### config.mk
export PLATFORM = sky130hd
export DESIGN_NAME = fir_stream_ctrl
export DESIGN_NICKNAME = d
export VERILOG_FILES = /design/src/rtl/fir_stream_ctrl.sv
export SDC_FILE = /design/constraint.sdc
export NUM_CORES = 1
export LEC_CHECK = 0
export BUFFER_PORTS_ARGS = -buffer_cell sky130_fd_sc_hd__buf_2
export CORE_UTILIZATION = 42
export CTS_CLUSTER_DIAMETER = 40
export DETAILED_ROUTE_END_ITERATION = 10
export PLACE_DENSITY_LB_ADDON = 0.25
export SLEW_MARGIN = 20
export SYNTH_ARGS = -nofsm -noshare
export SYNTH_HDL_FRONTEND = slang
export SYNTH_SLANG_ARGS = --single-unit
### constraint.sdc
create_clock -name clk -period 1.63 [get_ports clk]
set_input_delay 0.163 -clock clk [delete_from_list [all_inputs] [get_ports clk]]
set_output_delay 0.163 -clock clk [all_outputs]
set_load 0.01 [all_outputs]
### src/rtl/fir_stream_ctrl.sv
// fir_stream_ctrl: sequences coefficient load, sample streaming, flush and latency-aligned output capture for an external FIR datapath
module fir_stream_ctrl #(
    parameter int M    = 7,
    parameter int TAPS = 5,
    parameter int LAT  = 1,
    localparam int AW  = (TAPS > 1) ? $clog2(TAPS) : 1
) (
    input  logic                  clk,
    input  logic                  rst,
    input  logic                  start,
    input  logic                  coef_valid,
    input  logic signed [M-1:0]   coef_data,
    output logic                  coef_ready,
    input  logic                  in_valid,
    input  logic signed [M-1:0]   in_data,
    input  logic                  in_last,
    output logic                  in_ready,
    output logic                  coef_we,
    output logic [AW-1:0]         coef_addr,
    output logic [M-1:0]          coef_wdata,
    output logic                  filt_clr,
    output logic                  filt_en,
    output logic signed [M-1:0]   filt_in,
    input  logic signed [2*M-1:0] filt_out,
    output logic                  out_valid,
    output logic signed [2*M-1:0] out_data,
    output logic                  out_last,
    output logic                  busy
);
    typedef enum logic [2:0] {IDLE, LOAD, RUN, FLUSH, DRAIN} state_t;
    localparam int WW = $clog2(TAPS + 1);

    state_t                state_q, state_d;
    logic [AW-1:0]         cnt_q, cnt_d;
    logic [WW-1:0]         warm_q, warm_d;
    logic                  run_acc, flushing, emit, last_step, tap_v, tap_l;
    logic                  out_valid_q, out_last_q;
    logic signed [2*M-1:0] out_data_q;

    assign coef_ready = !rst && state_q == LOAD;
    assign in_ready   = !rst && state_q == RUN;
    assign coef_we    = coef_ready && coef_valid;
    assign coef_addr  = coef_we ? cnt_q : '0;
    assign coef_wdata = coef_we ? coef_data : '0;
    assign filt_clr   = !rst && state_q == IDLE && start;
    assign run_acc    = in_ready && in_valid;
    assign flushing   = !rst && state_q == FLUSH;
    assign filt_en    = run_acc || flushing;
    assign filt_in    = run_acc ? in_data : '0;
    assign busy       = state_q != IDLE;
    assign last_step  = (TAPS == 1) ? (run_acc && in_last) : (flushing && cnt_q == AW'(TAPS - 2));
    assign emit       = filt_en && warm_q == WW'(TAPS - 1);
    assign out_valid  = out_valid_q;
    assign out_data   = out_data_q;
    assign out_last   = out_last_q;

    if (LAT == 0) begin : g_direct
        assign tap_v = emit;
        assign tap_l = emit && last_step;
    end else begin : g_pipe
        logic [LAT-1:0] v_q, l_q;
        // Delay each step's tag so it meets the filter result it produced
        always_ff @(posedge clk) begin
            if (rst) begin
                v_q <= '0;
                l_q <= '0;
            end else begin
                v_q[0] <= emit;
                l_q[0] <= emit && last_step;
                for (int i = 1; i < LAT; i++) begin
                    v_q[i] <= v_q[i-1];
                    l_q[i] <= l_q[i-1];
                end
            end
        end
        assign tap_v = v_q[LAT-1];
        assign tap_l = l_q[LAT-1];
    end

    // Next state and counters; warm-up saturates once the delay line is full
    always_comb begin
        state_d = state_q;
        cnt_d   = cnt_q;
        warm_d  = (filt_en && !emit) ? warm_q + WW'(1) : warm_q;
        case (state_q)
            IDLE: if (start) begin
                state_d = LOAD;
                cnt_d   = '0;
                warm_d  = '0;
            end
            LOAD: if (coef_we) begin
                state_d = (cnt_q == AW'(TAPS - 1)) ? RUN : LOAD;
                cnt_d   = (cnt_q == AW'(TAPS - 1)) ? '0 : cnt_q + AW'(1);
            end
            RUN: if (run_acc && in_last) begin
                state_d = (TAPS > 1) ? FLUSH : DRAIN;
                cnt_d   = '0;
            end
            FLUSH: begin
                state_d = last_step ? DRAIN : FLUSH;
                cnt_d   = cnt_q + AW'(1);
            end
            DRAIN: if (out_last_q) state_d = IDLE;
            default: state_d = IDLE;
        endcase
    end

    // State, counters and the registered output stage
    always_ff @(posedge clk) begin
        if (rst) begin
            state_q     <= IDLE;
            cnt_q       <= '0;
            warm_q      <= '0;
            out_valid_q <= 1'b0;
            out_last_q  <= 1'b0;
            out_data_q  <= '0;
        end else begin
            state_q     <= state_d;
            cnt_q       <= cnt_d;
            warm_q      <= warm_d;
            out_valid_q <= tap_v;
            out_last_q  <= tap_l;
            out_data_q  <= tap_v ? filt_out : '0;
        end
    end
endmodule
==> results by group <==
Worst setup path
  • Setup crit start kind: flip-flop
  • Critical Path Sink: warm_q[0]
  • Worst Setup SP: warm_q[0]
  • Crit-path cells: inv_1 -> ha_1 -> nand2_1 -> or4b_1 -> xnor2_1 -> nor2_1
  • Reg2Reg Depth: 6
  • Worst path depth: 6
  • CP Data Arrival Time: about 1.8 ns
  • R2r setup slk: ~0.070 ns
  • Crit Reg-Reg Startpoint: warm_q[0]
  • Crit-path leading delay family: simple AND/OR/NAND/NOR gates
  • Type of destination of the critical path: flip-flop
  • Kind of critical path: reg -> reg
  • CP required: 1.87 ns
  • Worst Path Buf+Inv: 1
  • Slowest Stage Delay on Critical Path: 0.50 ns
  • Critical-path top delay cell: or4b_1
  • Critical path peak fanout: 4
  • Worst r2r dst: warm_q[0]

Logic synthesis
  • Post-Synthesis Cells: between 100 and 150
  • Post-Syn Nets: 173
  • FFs w/ async S/R, synth: 0%
  • Cell accounting for the most synthesized area: dfxtp_1
  • Synth area leaders: dfxtp_1 (44%), and2_1 (16%), ha_1 (5.1%), nor2_1 (2.7%), nor3_1 (2.4%)
  • Mapped Area: about 0.0012 mm^2
  • Post-synth EDFFs: 0
  • Yosys reg bits: 27
  • Top FF cell, synth: dfxtp_1
  • Seq/Total Area, Yosys: approximately 44%
  • Most numerous cell in the Yosys netlist: and2_1
  • Yosys top cell area share: a little over two fifths
  • Warnings, synthesis: 0
  • Top cells by count, synth: and2_1 (31), dfxtp_1 (27), nor2_1 (9)
  • Syn_area_per_cell: 9.23 um^2
  • Netlist cell types: 36

Power and ir drop
  • Peak supply drop: roughly 0.55 mV
  • Leakage: around 0.90 nW
  • Cell area power density: between 600 and 700 mW/mm^2
  • Overall power: around 1.1 mW

Timing
  • Hold violation count in the final report: 0
  • WHS: 0.0182 ns
  • Layout Skew: between 0.001 and 0.0015 ns
  • Final worst-path cycle share: between 90% and 100%
  • Max Fclk: 0.641 GHz
  • Setup TNS: 0 ns
  • Actual slew at the worst max-slew pin: approximately 0.71 ns
  • Setup violations, final: 0
  • Clock period minus worst slack: roughly 1.6 ns
  • Normalized max-slew margin: a little over half
  • Max-slew violation total from the final report: 0
  • Unrepaired setup endpoints after global routing: yes

Run status
  • Status: complete, no violations

Clock network
  • H-tree depth: 1
  • Clock latency at the later pin of the worst-skew pair: ~0.33 ns
  • Clock transition at the registers of the reported paths: around 0.15 ns
  • CTS tree: built
  • Max clock buf depth: 2
  • CTS sink cnt: 27
  • Hold buffers post-CTS: 0
  • CTS root buf: clkbuf_4
  • CTS buffer count: 3

Layout
  • FILL cells: approximately 230
  • Fin cells: ~240
  • Area Growth Syn to Fin: 40.7%
  • # nets final: between 200 and 300
  • Layout cell share with drive strength beyond 1: between 40% and 50%
  • Antenna Cells: 0
  • Final Core Density: about 63%

Drt
  • Drt drc: 0
  • Antenna Nets Post-Route: 0
  • Final Routed Wirelength: ~2800 um
  • Via density: ~4.9
  • Drt pass-1 iters: 4
  • Starting DRC count in detailed routing: 40
  • Wire length per cell: approximately 12 um
  • Via Count: about 1,200

Global routing
  • GRT Overall Usage: around a fifth
  • Largest net degree at the start of global routing: 17
  • Overflow after GRT: 0
  • Vias in the first global route: roughly 1,100
  • First-pass GRT wire length: 4630 um
  • Initial antenna violation count: 0

Placement
  • Placed insts: about 230
  • Post-DP HPWL: between 2000 and 2500 um
  • Buffers on Ports: 72
  • Routability cong.: 0.849

Min path
  • Tightest Hold Check Type: in -> reg

Floorplan
  • Die area: about 0.0032 mm^2
  • # rows: 19
  • IO Pins: between 70 and 80
  • Starting density of the core: 44.4%
  • Chip height: around 56 um
  • Die Span X: between 50 and 60 um
  • Core area: between 0.002 and 0.003 mm^2

Run
  • Max-cap violations: 0
## kinds of logic (layout without fill, tap and decap cells)
family / count (synthesis) / after routing / share of synthesized area [%]
buffers and inverters: 12 / 89 / 4.86
AO/OA/AOI/OAI: 10 / 10 / 5.57
flip-flops: 27 / 27 / 43.7
XOR/XNOR: 1 / 1 / 0.709
AND/OR/NAND/NOR: 76 / 77 / 37.4
multiplexers: 3 / 3 / 2.63
adder cells (fa/ha/maj): 5 / 5 / 5.06
## timing repair
item,4_1_cts,5_1_grt
gates resized for setup,8,11
hold endpoints to repair,0,0
setup buffers,3,1
cloned,0,1
endpoints found under the setup margin,19,20
pin swaps,0,1
## worst min-delay path by stage
| stage | slack, ns | cells after the start | to | start |
|---|---|---|---|---|
| after floorplan | 0.28 | 1 | out_data[0] | filt_out[0] |
| after global placement | 0.36 | 2 | out_data[0] | filt_out[0] |
| after detailed placement | 0.37 | 2 | out_data[6] | filt_out[6] |
| after CTS | 0.01 | 2 | out_data[6] | filt_out[6] |
| after global routing | 0.005 | 2 | out_data[4] | filt_out[4] |
| final | 0.02 | 2 | out_data[6] | filt_out[6] |
## metal layers
| metal | vias up | share of wire (%) | global-route usage (%) | wire length (um) |
|---|---|---|---|---|
| li1 | 600 | - | - | - |
| met1 | 522 | 44 | 21.8 | 1260 |
| met2 | 53 | 46 | 33.0 | 1320 |
| met3 | 4 | 8.2 | 4.84 | 234 |
| met4 | 0 | 0.99 | 6.27 | 28 |
| met5 | - | 0 | 0 | 0 |
## flip-flops by register name (all words and copies together) (netlist names)
register / cells
cnt_q: 3
state_q: 3
out_valid: 1
g_pipe.v_q: 1
warm_q: 3
out_data: 14
g_pipe.l_q: 1
out_last: 1
## through the flow
step / worst slack, ns / cell area [um^2]
finish: 0.0697 / 1740
global route: -0.00382 / 1740
floorplan: 0.161 / 1240
global placement: 0.107 / 1620
detailed placement: 0.0339 / 1620
CTS: 0.0263 / 1690
## final cells by class
class / instances / area, um^2 / share of cell area, %
clock buffers: 3 / 22.5 / 1.29
clock inverters: 1 / 7.51 / 0.432
inverters: 6 / 22.5 / 1.29
multi-input cells: 96 / 679 / 39.1
flip-flops and latches: 27 / 556 / 31.9
well taps: 31 / 38.8 / 2.23
repair buffers: 79 / 413 / 23.7
## worst register-to-register path: stages (launching register included)
cell	delay [ns]
dfxtp_2	0.37
inv_1	0.06
ha_1	0.21
nand2_1	0.13
or4b_1	0.50
xnor2_1	0.16
nor2_1	0.05
## cells in the final DEF (no fill, tap or decap), types with 2 or more instances in the layout
| cell type | count |
|---|---|
| buf_2 | 72 |
| and2_1 | 31 |
| dfxtp_1 | 21 |
| nand2_1 | 8 |
| nor2_1 | 7 |
| buf_4 | 7 |
| inv_1 | 6 |
| nor3_1 | 5 |
| ha_1 | 5 |
| a21oi_1 | 4 |
| clkbuf_4 | 3 |
| dfxtp_2 | 3 |
| dfxtp_4 | 3 |
| nand2b_1 | 2 |
| and2b_4 | 2 |
| and3_4 | 2 |
| nor2b_1 | 2 |
| or3_1 | 2 |
| mux2_1 | 2 |
## report_power, final
group	leakage [nW]	internal, mW	total (mW)	switching, mW
logic	0.668	0.0839	0.153	0.0689
clock network	0.0139	0.0940	0.298	0.204
registers	0.221	0.663	0.671	0.00821
total	0.904	0.841	1.12	0.281
(Power assumes the default switching activity.)
